==> src/rtl/fx_vibrato_scheduler.sv <==
// Shared vibrato LFO sequencer: walks all voices on each note tick and offers pitch offsets over valid/ready.
// Optional build macro FX_VIB_SKIP_UNCHANGED_EN suppresses offers whose mul/dir match the last transfer.
module fx_vibrato_scheduler #(
    parameter int VOICE_W  = 2,
    parameter int TICK_DIV = 50000
) (
    input  logic                          clk50mhz,
    input  logic                          rst,
    input  logic [(1<<VOICE_W)-1:0]       en,
    input  logic [2*(1<<VOICE_W)-1:0]     speed,
    input  logic [2*(1<<VOICE_W)-1:0]     depth,
    output logic                          upd_valid,
    input  logic                          upd_ready,
    output logic [VOICE_W-1:0]            upd_voice,
    output logic [2:0]                    upd_mul,
    output logic                          upd_dir,
    output logic                          busy,
    output logic                          tick_miss
);

    localparam int N     = 1 << VOICE_W;
    localparam int CNT_W = (TICK_DIV > 1) ? $clog2(TICK_DIV) : 1;

    typedef enum logic [1:0] {
        IDLE  = 2'd0,
        LOAD  = 2'd1,
        CALC  = 2'd2,
        OFFER = 2'd3
    } state_e;

    // Triangle fold of the 4-bit phase, then scaled by depth with rounding.
    function automatic logic [2:0] mul_f(input logic [3:0] phase, input logic [1:0] dep);
        logic [2:0] tri_v;
        logic [2:0] m_v;
        tri_v = phase[3] ? ~phase[2:0] : phase[2:0];
        case (dep)
            2'd3:    m_v = tri_v;
            2'd2:    m_v = 3'(({1'b0, tri_v} + 4'd1) >> 1);
            2'd1:    m_v = 3'(({1'b0, tri_v} + 4'd2) >> 2);
            default: m_v = tri_v >> 2;
        endcase
        return m_v;
    endfunction

    state_e               state_q, state_d;
    logic [CNT_W-1:0]     tick_cnt_q;
    logic [VOICE_W-1:0]   idx_q, idx_d;
    logic                 upd_valid_q, upd_valid_d;
    logic [VOICE_W-1:0]   upd_voice_q, upd_voice_d;
    logic [2:0]           upd_mul_q, upd_mul_d;
    logic                 upd_dir_q, upd_dir_d;
    logic                 tick_miss_q, tick_miss_d;
    logic                 w_en_q;
    logic [1:0]           w_speed_q, w_depth_q;
    logic [1:0]           pre_q   [N];
    logic [3:0]           phase_q [N];
    logic                 dir_q   [N];
    logic                 tick_s, load_s, calc_s, last_idx_s, skip_s;
    logic [1:0]           new_pre_s;
    logic [3:0]           new_phase_s;
    logic                 new_dir_s;
    logic [2:0]           new_mul_s;

    assign tick_s     = (tick_cnt_q == CNT_W'(TICK_DIV - 1));
    assign last_idx_s = &idx_q;

    // Note-tick prescaler.
    always_ff @(posedge clk50mhz) begin
        if (rst || tick_s) begin
            tick_cnt_q <= '0;
        end else begin
            tick_cnt_q <= tick_cnt_q + CNT_W'(1);
        end
    end

    // Voice state update computed from the working registers latched in LOAD.
    always_comb begin
        new_pre_s   = 2'd0;
        new_phase_s = 4'd0;
        new_dir_s   = 1'b0;
        if (!w_en_q) begin
            new_pre_s   = 2'd0;
            new_phase_s = 4'd0;
            new_dir_s   = 1'b0;
        end else if (pre_q[idx_q] == w_speed_q) begin
            new_pre_s   = 2'd0;
            new_phase_s = phase_q[idx_q] + 4'd1;
            new_dir_s   = (phase_q[idx_q] == 4'hF) ? ~dir_q[idx_q] : dir_q[idx_q];
        end else begin
            new_pre_s   = pre_q[idx_q] + 2'd1;
            new_phase_s = phase_q[idx_q];
            new_dir_s   = dir_q[idx_q];
        end
        new_mul_s = mul_f(new_phase_s, w_depth_q);
    end

`ifdef FX_VIB_SKIP_UNCHANGED_EN
    logic [2:0] last_mul_q [N];
    logic       last_dir_q [N];

    assign skip_s = (new_mul_s == last_mul_q[idx_q]) && (new_dir_s == last_dir_q[idx_q]);

    // Remember what the pitch-bend stage last accepted per voice.
    always_ff @(posedge clk50mhz) begin
        if (rst) begin
            for (int i = 0; i < N; i++) begin
                last_mul_q[i] <= 3'd0;
                last_dir_q[i] <= 1'b0;
            end
        end else if ((state_q == OFFER) && upd_ready) begin
            last_mul_q[idx_q] <= upd_mul_q;
            last_dir_q[idx_q] <= upd_dir_q;
        end
    end
`else
    assign skip_s = 1'b0;
`endif

    // Sequencer next-state and registered-output next values.
    always_comb begin
        state_d     = state_q;
        idx_d       = idx_q;
        upd_valid_d = upd_valid_q;
        upd_voice_d = upd_voice_q;
        upd_mul_d   = upd_mul_q;
        upd_dir_d   = upd_dir_q;
        tick_miss_d = tick_miss_q | (tick_s & (state_q != IDLE));
        load_s      = 1'b0;
        calc_s      = 1'b0;
        case (state_q)
            IDLE: begin
                if (tick_s) begin
                    state_d = LOAD;
                    idx_d   = '0;
                end else begin
                    state_d = IDLE;
                end
            end
            LOAD: begin
                load_s  = 1'b1;
                state_d = CALC;
            end
            CALC: begin
                calc_s = 1'b1;
                if (skip_s) begin
                    if (last_idx_s) begin
                        state_d = IDLE;
                    end else begin
                        state_d = LOAD;
                        idx_d   = idx_q + VOICE_W'(1);
                    end
                end else begin
                    state_d     = OFFER;
                    upd_valid_d = 1'b1;
                    upd_voice_d = idx_q;
                    upd_mul_d   = new_mul_s;
                    upd_dir_d   = new_dir_s;
                end
            end
            OFFER: begin
                if (upd_ready) begin
                    upd_valid_d = 1'b0;
                    if (last_idx_s) begin
                        state_d = IDLE;
                    end else begin
                        state_d = LOAD;
                        idx_d   = idx_q + VOICE_W'(1);
                    end
                end else begin
                    state_d = OFFER;
                end
            end
            default: begin
                state_d     = IDLE;
                upd_valid_d = 1'b0;
            end
        endcase
    end

    // Sequencer and output registers.
    always_ff @(posedge clk50mhz) begin
        if (rst) begin
            state_q     <= IDLE;
            idx_q       <= '0;
            upd_valid_q <= 1'b0;
            upd_voice_q <= '0;
            upd_mul_q   <= 3'd0;
            upd_dir_q   <= 1'b0;
            tick_miss_q <= 1'b0;
        end else begin
            state_q     <= state_d;
            idx_q       <= idx_d;
            upd_valid_q <= upd_valid_d;
            upd_voice_q <= upd_voice_d;
            upd_mul_q   <= upd_mul_d;
            upd_dir_q   <= upd_dir_d;
            tick_miss_q <= tick_miss_d;
        end
    end

    // Inputs are sampled for the current voice only in LOAD.
    always_ff @(posedge clk50mhz) begin
        if (rst) begin
            w_en_q    <= 1'b0;
            w_speed_q <= 2'd0;
            w_depth_q <= 2'd0;
        end else if (load_s) begin
            w_en_q    <= en[idx_q];
            w_speed_q <= speed[{idx_q, 1'b0} +: 2];
            w_depth_q <= depth[{idx_q, 1'b0} +: 2];
        end
    end

    // Per-voice LFO state, written back in CALC.
    always_ff @(posedge clk50mhz) begin
        if (rst) begin
            for (int i = 0; i < N; i++) begin
                pre_q[i]   <= 2'd0;
                phase_q[i] <= 4'd0;
                dir_q[i]   <= 1'b0;
            end
        end else if (calc_s) begin
            pre_q[idx_q]   <= new_pre_s;
            phase_q[idx_q] <= new_phase_s;
            dir_q[idx_q]   <= new_dir_s;
        end
    end

    assign upd_valid = upd_valid_q;
    assign upd_voice = upd_voice_q;
    assign upd_mul   = upd_mul_q;
    assign upd_dir   = upd_dir_q;
    assign busy      = (state_q != IDLE);
    assign tick_miss = tick_miss_q;

endmodule

==> config.mk <==
export PLATFORM = sky130hd
export DESIGN_NAME = fx_vibrato_scheduler
export DESIGN_NICKNAME = d
export VERILOG_FILES = /design/src/rtl/fx_vibrato_scheduler.sv
export SDC_FILE = /design/constraint.sdc
export NUM_CORES = 1
export LEC_CHECK = 0
export ABC_AREA = 1
export BUFFER_PORTS_ARGS = -buffer_cell sky130_fd_sc_hd__buf_2
export CORE_MARGIN = 2
export CORE_UTILIZATION = 37
export CTS_CLUSTER_SIZE = 30
export DETAILED_ROUTE_END_ITERATION = 16
export PLACE_DENSITY = 0.53
export SLEW_MARGIN = 20
export SYNTH_ARGS = -nofsm -noshare
export SYNTH_HDL_FRONTEND = slang
export SYNTH_SLANG_ARGS = --single-unit
==> constraint.sdc <==
create_clock -name clk50mhz -period 2.4 [get_ports clk50mhz]
set_clock_uncertainty 0.05 [all_clocks]
set_input_delay 0.36 -clock clk50mhz [delete_from_list [all_inputs] [get_ports clk50mhz]]
set_output_delay 0.36 -clock clk50mhz [all_outputs]
set_load 0.1 [all_outputs]
Word level (Yosys, flattened, before mapping)
Memories as Yosys holds them, arrays and structs flattened. A register that Yosys moved wholly into a read port is not among the register bits.
Index checks and enable logic that the tools add are counted.
{"block": "word_totals", "memories": 3, "mem_bits_rw": 28, "inputBits": 23, "reg_bits": 33}
{"name": "phase_q", "words": 4, "word_bits": 4, "rd": 1, "rd_ports_with_merged_regs": 1, "wr": 4, "line_no": "56", "rtl": "logic [3:0] phase_q [N];"}
{"name": "pre_q", "words": 4, "word_bits": 2, "rd": 1, "rd_ports_with_merged_regs": 1, "wr": 4, "line_no": "55", "rtl": "logic [1:0] pre_q [N];"}
{"name": "dir_q", "words": 4, "word_bits": 1, "rd": 1, "rd_ports_with_merged_regs": 1, "wr": 4, "line_no": "57", "rtl": "logic dir_q [N];"}
{"block": "op_classes", "muxes": 43, "eq_ne": 12, "n_lt_le_gt_ge": 1, "addsub": 6, "shifts": 2, "bitwise": 4, "n_reduce_logical": 11}
{"cell": "2-to-1 mux 2 bit", "n": 16}
{"cell": "2-to-1 mux 1 bit", "n": 18}
{"cell": "adder 16 x 1 -> 16 bit, second input constant", "n": 1}
{"cell": "== test 16 bit, second input constant", "n": 1}
{"cell": "variable part select 8 x 4 -> 2 bit", "n": 2}
{"cell": "2-to-1 mux 4 bit", "n": 3}
{"cell": "one-hot mux 3 bit (3 select lines)", "n": 1}
{"cell": "== test 2 bit, second input constant", "n": 4}
{"cell": "one-hot mux 2 bit (4 select lines)", "n": 1}
{"cell": "inequality test 2 bit, second input constant", "n": 3}
{"cell": "nonzero test 2 bit", "n": 3}
{"cell": "adder 2 x 1 -> 2 bit, second input constant", "n": 2}
{"cell": "adder 3 x 1 -> 4 bit, second input constant", "n": 1}
{"cell": "adder 3 x 2 -> 4 bit, second input constant", "n": 1}
{"cell": "adder 4 x 1 -> 4 bit, second input constant", "n": 1}
{"cell": "== test 2 x 1 -> 1 bit, second input constant", "n": 2}
{"cell": "== test 4 bit, second input constant", "n": 1}
{"cell": "one-hot mux 2 bit (2 select lines)", "n": 1}
{"cell": "AND reduction 2 bit", "n": 2}
{"cell": "AND reduction 4 bit", "n": 1}
{"cell": "OR reduction 4 bit", "n": 1}
{"cell": "< comparator 2 x 3 -> 1 bit, second input constant", "n": 1}
{"cell": "2-to-1 mux 3 bit", "n": 1}
{"cell": "NOT 3 bit", "n": 1}
{"cell": "10 further kinds", "n": 10}

Logic depth before layout (Yosys ltp)
Gate-level depths: netlist of the first run.
{"block": "logic_depth", "ltp_word": 7, "depth_mapped": 22, "depth_no_buf": 21}

Worst setup path after synthesis of the first run
No wires, ideal clock.
{"block": "synth_path", "kind": "register to register", "startpoint": "register with a tool-made name", "endpoint": "register upd_mul_q[0] (netlist: upd_mul[0])", "setup_ns": 0.115, "arrival_time_ns": 2.214, "slack_ns": 0.021, "stages_incl_launch_ff": 21, "path_cell_list": "dfxtp_1 > buf_6 > inv_6 > buf_8 > nand2_1 > nand2_1 > nand2_1 > nand2_2 > ha_1 > nand3b_1 > nand3_2 > inv_1 > nand2_1 > nand2_2 > ha_1 > o21ai_0 > nand2_1 > inv_1 > nand2_1 > nand2_1 > nand2_1"}
{"item": "end signal, assigned", "line_no": "195", "rtl": "upd_mul_q <= upd_mul_d;"}
{"item": "end, declared", "line_no": "50", "rtl": "logic [2:0] upd_mul_q, upd_mul_d;"}

==> metrics.yaml, run 1 <==
route:
  wl_met1_mm: 3.93
  vias: 3004
  final_antenna_net_count: 0
  drcViolationCount: 0
  met2_length_mm: 3.89
  drtIter0Drc: 124
  vias_per_cell: 4.79
  routedWlPerCell_um: 13.1
  first_pass_iters: 4
  top_layer_used: "met4"
  wl_mm: 8.19
  route.met3.wl_um: 258
global_route:
  grt_pass1_wl_mm: 13.5
  grt_usage_pct: 17.3
  grt_pass1_vias: 2946
  antenna_found_initial: 0
  grt_max_degree: 17
  grt_overflow_total: 0
logic_synthesis:
  ys_types: 34
  synthFlopType: "dfxtp_1"
  ys_seq_area_share_pct: 45.5
  syn_inst: 446
  ys_ff_latch: 63
  synth_edf_count: 28
  syn_nets: 473
  yosys_warnings: 0
  syn-cell-area_um2: 3390
  syn_avg_cell_area_um2: 7.60
  synthArstFlopShare_pct: 0
worst_setup_path:
  worst_ep_arrival_time_ns: 2.46
  reg2reg_slack_ns: 0.12
  crit_type: "reg2reg"
  path_delay_family: "simple AND/OR/NAND/NOR gates"
  cp_slowest_stage_delay_ns: 0.37
  reg2regPathDepth: 21
  slowest_stage: "dfxtp_4"
  cpMostUsedCell: "nand2_1"
  r2r_end: "upd_mul[0]"
  cp-start-kind: "flip-flop"
  worstPathCellList: "buf_12, clkinv_8, nand2_1, nand3_2, nand2_2, nand2_2, nand2_4, nand2_8, nand2_1, nand2_1, inv_1, nand4_1, nand2_2, inv_2, ha_4, o21ai_2, nand2_1, inv_1, nand2_1, nand2_1, nand2_1"
  path_buf_inv: 5
  crit_required_ns: 2.58
  end_kind: "flip-flop"
  critPathMaxFanout: 8
power_and_ir_drop:
  leakagePower_nw: 1.84
  p_seq_share_pct: 49.0
  ir_worst_vdd_uv: 290
  p_per_area_nw_per_um2: 569
  p_comb_share_pct: 14.2
  total_power_w: 0.00241
  switchingPower_w: 0.000654
  sw_frac_of_total_pct: 27.1
  clkPwrFrac_pct: 36.8
  intPower_w: 0.00175
placed_design:
  portBuffers: 31
  gp_congestion: 0.786
  pre_cts_ws_ns: -0.0198
  place_area_um2: 3760
  dp_hpwl_mm: 6.08
  dp.cells: 594
cts:
  cts_buffers: 9
  clkSinkCount: 63
  ctsLongestPathBuffers: 2
  cts_max_level: 3
  root_buffer: "clkbuf_8"
  clk_latency_ns: 0.34
  clk_pin_slew_ns: 0.07
  cts_tree: "built"
floorplanning:
  num_io_pins: 32
  die-area_um2: 9940
  die_h_um: 99.7
  start_util_pct: 38.5
  num_rows: 34
  core_um2: 8810
  fp.dieW_um: 99.7
sta:
  fin_ws_ns: 0.118
  grt_setup_unrepaired: "yes"
  slew_violations: 0
  slew_headroom_pct: 65.4
  final-setup-viol-count: 0
  max_freq_ghz: 0.438
  worst_pin_slew_ns: 0.519
  period_share_pct: 95.1
  finalCriticalPeriod_ns: 2.28
  hold_viol_final: 0
cells_and_area:
  syn_to_final_growth_pct: 24.9
  final_cell_count_no_fill: 627
  final_area_um2: 4230
  final_nets: 541
  drive_above_1_share_pct: 27.0
  num_antenna_cells: 0
  num-fill-cells: 905
min_path:
  holdPathStages: 2
  min_to: "state_q[0]"
  hold_start: "rst"
  hp-class: "in2reg"
status:
  outcome: "finished clean"
flow_run:
  cap_violations: 0
## cell usage after synthesis (2+ instances only)
master | count | area share [%]
nand2_1 | 106 | 12
nor2_1 | 71 | 7.9
inv_1 | 49 | 5.4
dfxtp_1 | 35 | 21
edfxtp_1 | 28 | 25
nand3_1 | 28 | 4.1
o21ai_0 | 25 | 3.7
a21oi_1 | 17 | 2.5
nand2_2 | 17 | 3.1
nor3_1 | 9 | 1.3
nand4_1 | 8 | 1.5
clkbuf_1 | 6 | 0.66
nand2_4 | 5 | 1.7
o22ai_1 | 5 | 0.92
buf_6 | 4 | 1.3
ha_1 | 4 | 1.5
inv_2 | 3 | 0.33
nand3_2 | 3 | 0.89
xor2_1 | 3 | 0.78
nand3b_1 | 2 | 0.44
nor3b_1 | 2 | 0.44
nor4_1 | 2 | 0.37
o21a_1 | 2 | 0.44
o21ai_1 | 2 | 0.30
## area by class of cell
class / count / area [um2] / share of cell area (%)
Clock buffer: 10 / 128 / 3.02
Clock inverter: 6 / 60.1 / 1.42
Inverter: 54 / 218 / 5.14
Multi-Input combinational cell: 317 / 1660 / 39.3
Sequential cell: 63 / 1550 / 36.5
Tap cell: 108 / 135 / 3.19
Timing Repair Buffer: 68 / 470 / 11.1
Timing Repair inverter: 1 / 11.3 / 0.266
## layout by cell type (no fill, tap or decap), types with 3 or more instances in the layout
cell	instances
nor2_1	69
edfxtp_1	28
dfxtp_1	33
nand2_2	25
nand2_4	10
clkbuf_8	9
nand2_1	93
inv_1	48
buf_2	31
nand3_1	23
buf_4	33
o21ai_0	24
nor3_1	9
nand3_2	8
inv_2	4
o22ai_1	5
a21oi_1	17
xor2_1	3
nand4_1	8
## cells by family (layout without fill, tap and decap cells)
kind of cell / after synthesis / after routing / synth area share (%)
AO/OA/AOI/OAI: 53 / 53 / 8.38
XOR/XNOR: 4 / 4 / 1.03
adder cells (fa/ha/maj): 4 / 4 / 1.48
buffers and inverters: 66 / 139 / 8.86
flip-flops: 63 / 63 / 45.5
AND/OR/NAND/NOR: 256 / 256 / 34.8
## worst register-to-register path, delay by kind of cell, from the launching register on
family                   cells  cell delay [ns]
AND/OR/NAND/NOR             14             1.06
buffers and inverters        5             0.39
flip-flops                   1             0.37
adder cells (fa/ha/maj)      1             0.23
AO/OA/AOI/OAI                1             0.10
## metrics by stage
step / setup TNS (ns) / hold slack (ns) / utilization (%)
floorplan: 0 / 0.368 / -
global placement: 0 / 0.380 / 42.7
detailed placement: -0.0198 / 0.386 / 42.7
CTS: 0 / 0.272 / 45.2
global route: -0.0561 / 0.298 / 48.1
finish: 0 / 0.293 / 48.1
## how the worst max path moves through the flow
stage / start / end / slack [ns] / depth (start not counted)
floorplan: flip-flop / upd_mul[0] / 0.02 / 20
global placement: flip-flop / upd_mul[0] / 0.03 / 21
detailed placement: flip-flop / upd_mul[0] / -0.02 / 21
CTS: flip-flop / upd_mul[0] / 0.03 / 19
global route: flip-flop / upd_mul[0] / -0.06 / 18
finish: flip-flop / upd_mul[0] / 0.12 / 21
## state kept, by name (all words and copies together) (netlist names), 3 cells and up, named ones only
| register | flops |
|---|---|
| phase_q | 16 |
| tick_cnt_q | 16 |
| pre_q | 8 |
| dir_q | 4 |
| upd_mul | 3 |
## power groups by stage
stage          sequential (W)  clock, W  combinational [W]
3_3_place_gp          0.00120         0           0.000297
6_report              0.00118  0.000886           0.000342
4_1_cts               0.00118  0.000911           0.000310
5_1_grt               0.00118  0.000959           0.000385
2_1_floorplan         0.00121         0           0.000209
3_5_place_dp          0.00120         0           0.000299
## routing by layer
metal | up-vias | GRT usage (%)
li1 | 1584 | -
met1 | 1351 | 22.6
met2 | 61 | 28.6
met3 | 8 | 3.94
met4 | 0 | 5.06
met5 | - | 0
## timing repair
item | in CTS | in global routing
setup buffers | 4 | 11
gates resized for setup | 2 | 36
hold buffers | 0 | 0
pin swaps | 3 | 20
gates cloned | 0 | 2
setup endpoints to repair | 1 | 2
No activity file was read; power rests on OpenSTA's default activity.
==> run 2: changes to the inputs <==
Settings changed: CORE_ASPECT_RATIO set to 1.25, GPL_ROUTABILITY_DRIVEN set to 1.
==> run 2 against run 1 <==
Effect of this change: first-iteration DRC count is 20% lower; non-clock buffer count is 12 lower; final cell count is 0.48% higher; clock power is 53% higher; critical path type unchanged; fmax is 3.0% lower; critical path depth is 2 lower.
==> metrics.yaml, run 2 (same netlist as run 1, synthesis figures left out) <==
status:
  outcome: "finished clean"
sta:
  grt_setup_unrepaired: "yes"
  finalCriticalPeriod_ns: 2.35
  fin_ws_ns: 0.0480
  final-setup-viol-count: 0
  period_share_pct: 98.0
  slew_headroom_pct: 67.4
  slew_violations: 0
  max_freq_ghz: 0.425
  hold_slack_ns: 0.304
  hold_viol_final: 0
  worst_pin_slew_ns: 0.488
power_and_ir_drop:
  ir_worst_vdd_uv: 414
  clkPwrFrac_pct: 47.5
  switchingPower_w: 0.000697
  intPower_w: 0.00217
  p_comb_share_pct: 11.3
  p_per_area_nw_per_um2: 670
  sw_frac_of_total_pct: 24.3
  p_seq_share_pct: 41.2
  total_power_w: 0.00287
  leakagePower_nw: 1.84
route:
  drtIter0Drc: 99
  routedWlPerCell_um: 12.8
  vias: 2957
  first_pass_iters: 4
  final_antenna_net_count: 0
  drcViolationCount: 0
  wl_mm: 8.07
  vias_per_cell: 4.69
cells_and_area:
  final_area_um2: 4280
  layout_common_cells: "nand2_1 (93), nor2_1 (71), inv_1 (48), dfxtp_1 (33), buf_2 (31)"
  drive_above_1_share_pct: 24.9
  syn_to_final_growth_pct: 26.2
  num_antenna_cells: 0
  final_nets: 529
  reg.largest.list: "phase_q x16, tick_cnt_q x16, pre_q x8"
  final_common_cell: "nand2_1"
worst_setup_path:
  reg2regPathDepth: 19
  worstPathCellList: "buf_12, clkinv_8, nand2_2, nand2_1, nand2_1, nand2_2, ha_4, nand3b_1, nand3_2, inv_1, nand2_1, nand2_2, ha_1, o21ai_1, nand2_1, inv_1, nand2_1, nand2_1, nand2_1"
  cp-endpoint: "upd_mul[0]"
  cpMostUsedCell: "nand2_1"
  crit_required_ns: 2.57
  path_buf_inv: 4
  r2r_end: "upd_mul[0]"
  cp_slowest_stage_delay_ns: 0.37
  crit_cells: 19
  end_kind: "flip-flop"
  reg2reg_slack_ns: 0.05
  critPathMaxFanout: 7
  cp-start-kind: "flip-flop"
  crit_type: "reg2reg"
  slowest_stage: "dfxtp_4"
  path_delay_family: "simple AND/OR/NAND/NOR gates"
  worst_ep_arrival_time_ns: 2.52
cts:
  clk_pin_slew_ns: 0.05
  root_buffer: "clkbuf_16"
  hold_buffers: 0
  clkSinkCount: 63
  clk_latency_ns: 0.32
  ctsLongestPathBuffers: 2
  cts_tree: "built"
  cts_buffers: 9
  cts_max_level: 3
global_route:
  antenna_found_initial: 0
  grt_usage_pct: 16.9
  grt_max_degree: 17
  grt_pass1_vias: 2840
  grt_pass1_wl_mm: 12.8
  grt_overflow_total: 0
floorplanning:
  num_io_pins: 32
  core_um2: 9030
  fp.dieW_um: 89.6
  start_util_pct: 37.5
  die_h_um: 111
  num_rows: 39
  die-area_um2: 9950
min_path:
  holdPathStages: 2
  hp-class: "in2reg"
placed_design:
  gp_congestion: 0.798
  place_area_um2: 3750
  portBuffers: 31
  dp_hpwl_mm: 6.02
  pre_cts_ws_ns: -0.0359
flow_run:
  cap_violations: 0
-- run 2: cell count changes in the layout (fill, tap and decap cells not counted), moves of 2 or more --
cell	change
nor2_1	+2
nand2_2	+2
clkbuf_16	+9
clkinv_1	-2
clkbuf_8	-9
nand2_4	-2
nor2_2	-2
buf_4	-12
clkinvlp_4	+2
nand3_2	-3
nand3_4	+3
-- run 2: what timing repair did --
item | in CTS | in global routing
buffers inserted | 2 | 5
gates resized for setup | 2 | 33
gates cloned | 0 | 2
pin swaps | 0 | 17
setup endpoints to repair | 1 | 2
-- run 2: layout make-up --
class / count / area [um2]
tap: 123 / 154
clock buffer: 10 / 229
multi-input combinational: 317 / 1660
inverter: 54 / 218
fill: 900 / 4750
sequential: 63 / 1550
clock inverter: 6 / 85.1
timing repair inverter: 1 / 11.3
timing repair buffer: 56 / 380
-- run 2: power groups by stage --
stage | clock network [W] | logic, W | registers, W
2_1_floorplan | 0 | 0.000209 | 0.00121
3_3_place_gp | 0 | 0.000296 | 0.00120
3_5_place_dp | 0 | 0.000298 | 0.00120
4_1_cts | 0.00139 | 0.000300 | 0.00118
5_1_grt | 0.00143 | 0.000360 | 0.00118
6_report | 0.00136 | 0.000324 | 0.00118
-- run 2: worst min-delay path by stage --
stage	end	startpoint
floorplan	tick_cnt_q[0]	tick_cnt_q[0]
global placement	tick_cnt_q[0]	tick_cnt_q[0]
detailed placement	tick_cnt_q[0]	tick_cnt_q[0]
CTS	flip-flop	rst
global route	state_q[0]	rst
finish	flip-flop	rst
-- run 2: per-stage QoR --
stage | TNS (ns) | instances | utilization, %
global route | -0.158 | 630 | 47.4
floorplan | 0 | 446 | -
CTS | 0 | 623 | 45.2
finish | 0 | 630 | 47.4
detailed placement | -0.0359 | 605 | 41.5
global placement | 0 | 605 | 41.5
-- run 2: routing by layer --
layer  GRT usage (%)  vias to the layer above  part of all wire [%]
met5               0                        -                     0
met4            5.97                        0                   1.7
met3            2.76                       10                   1.7
met2            30.1                       26                    53
met1            19.7                     1360                    44
li1                -                     1561                     -
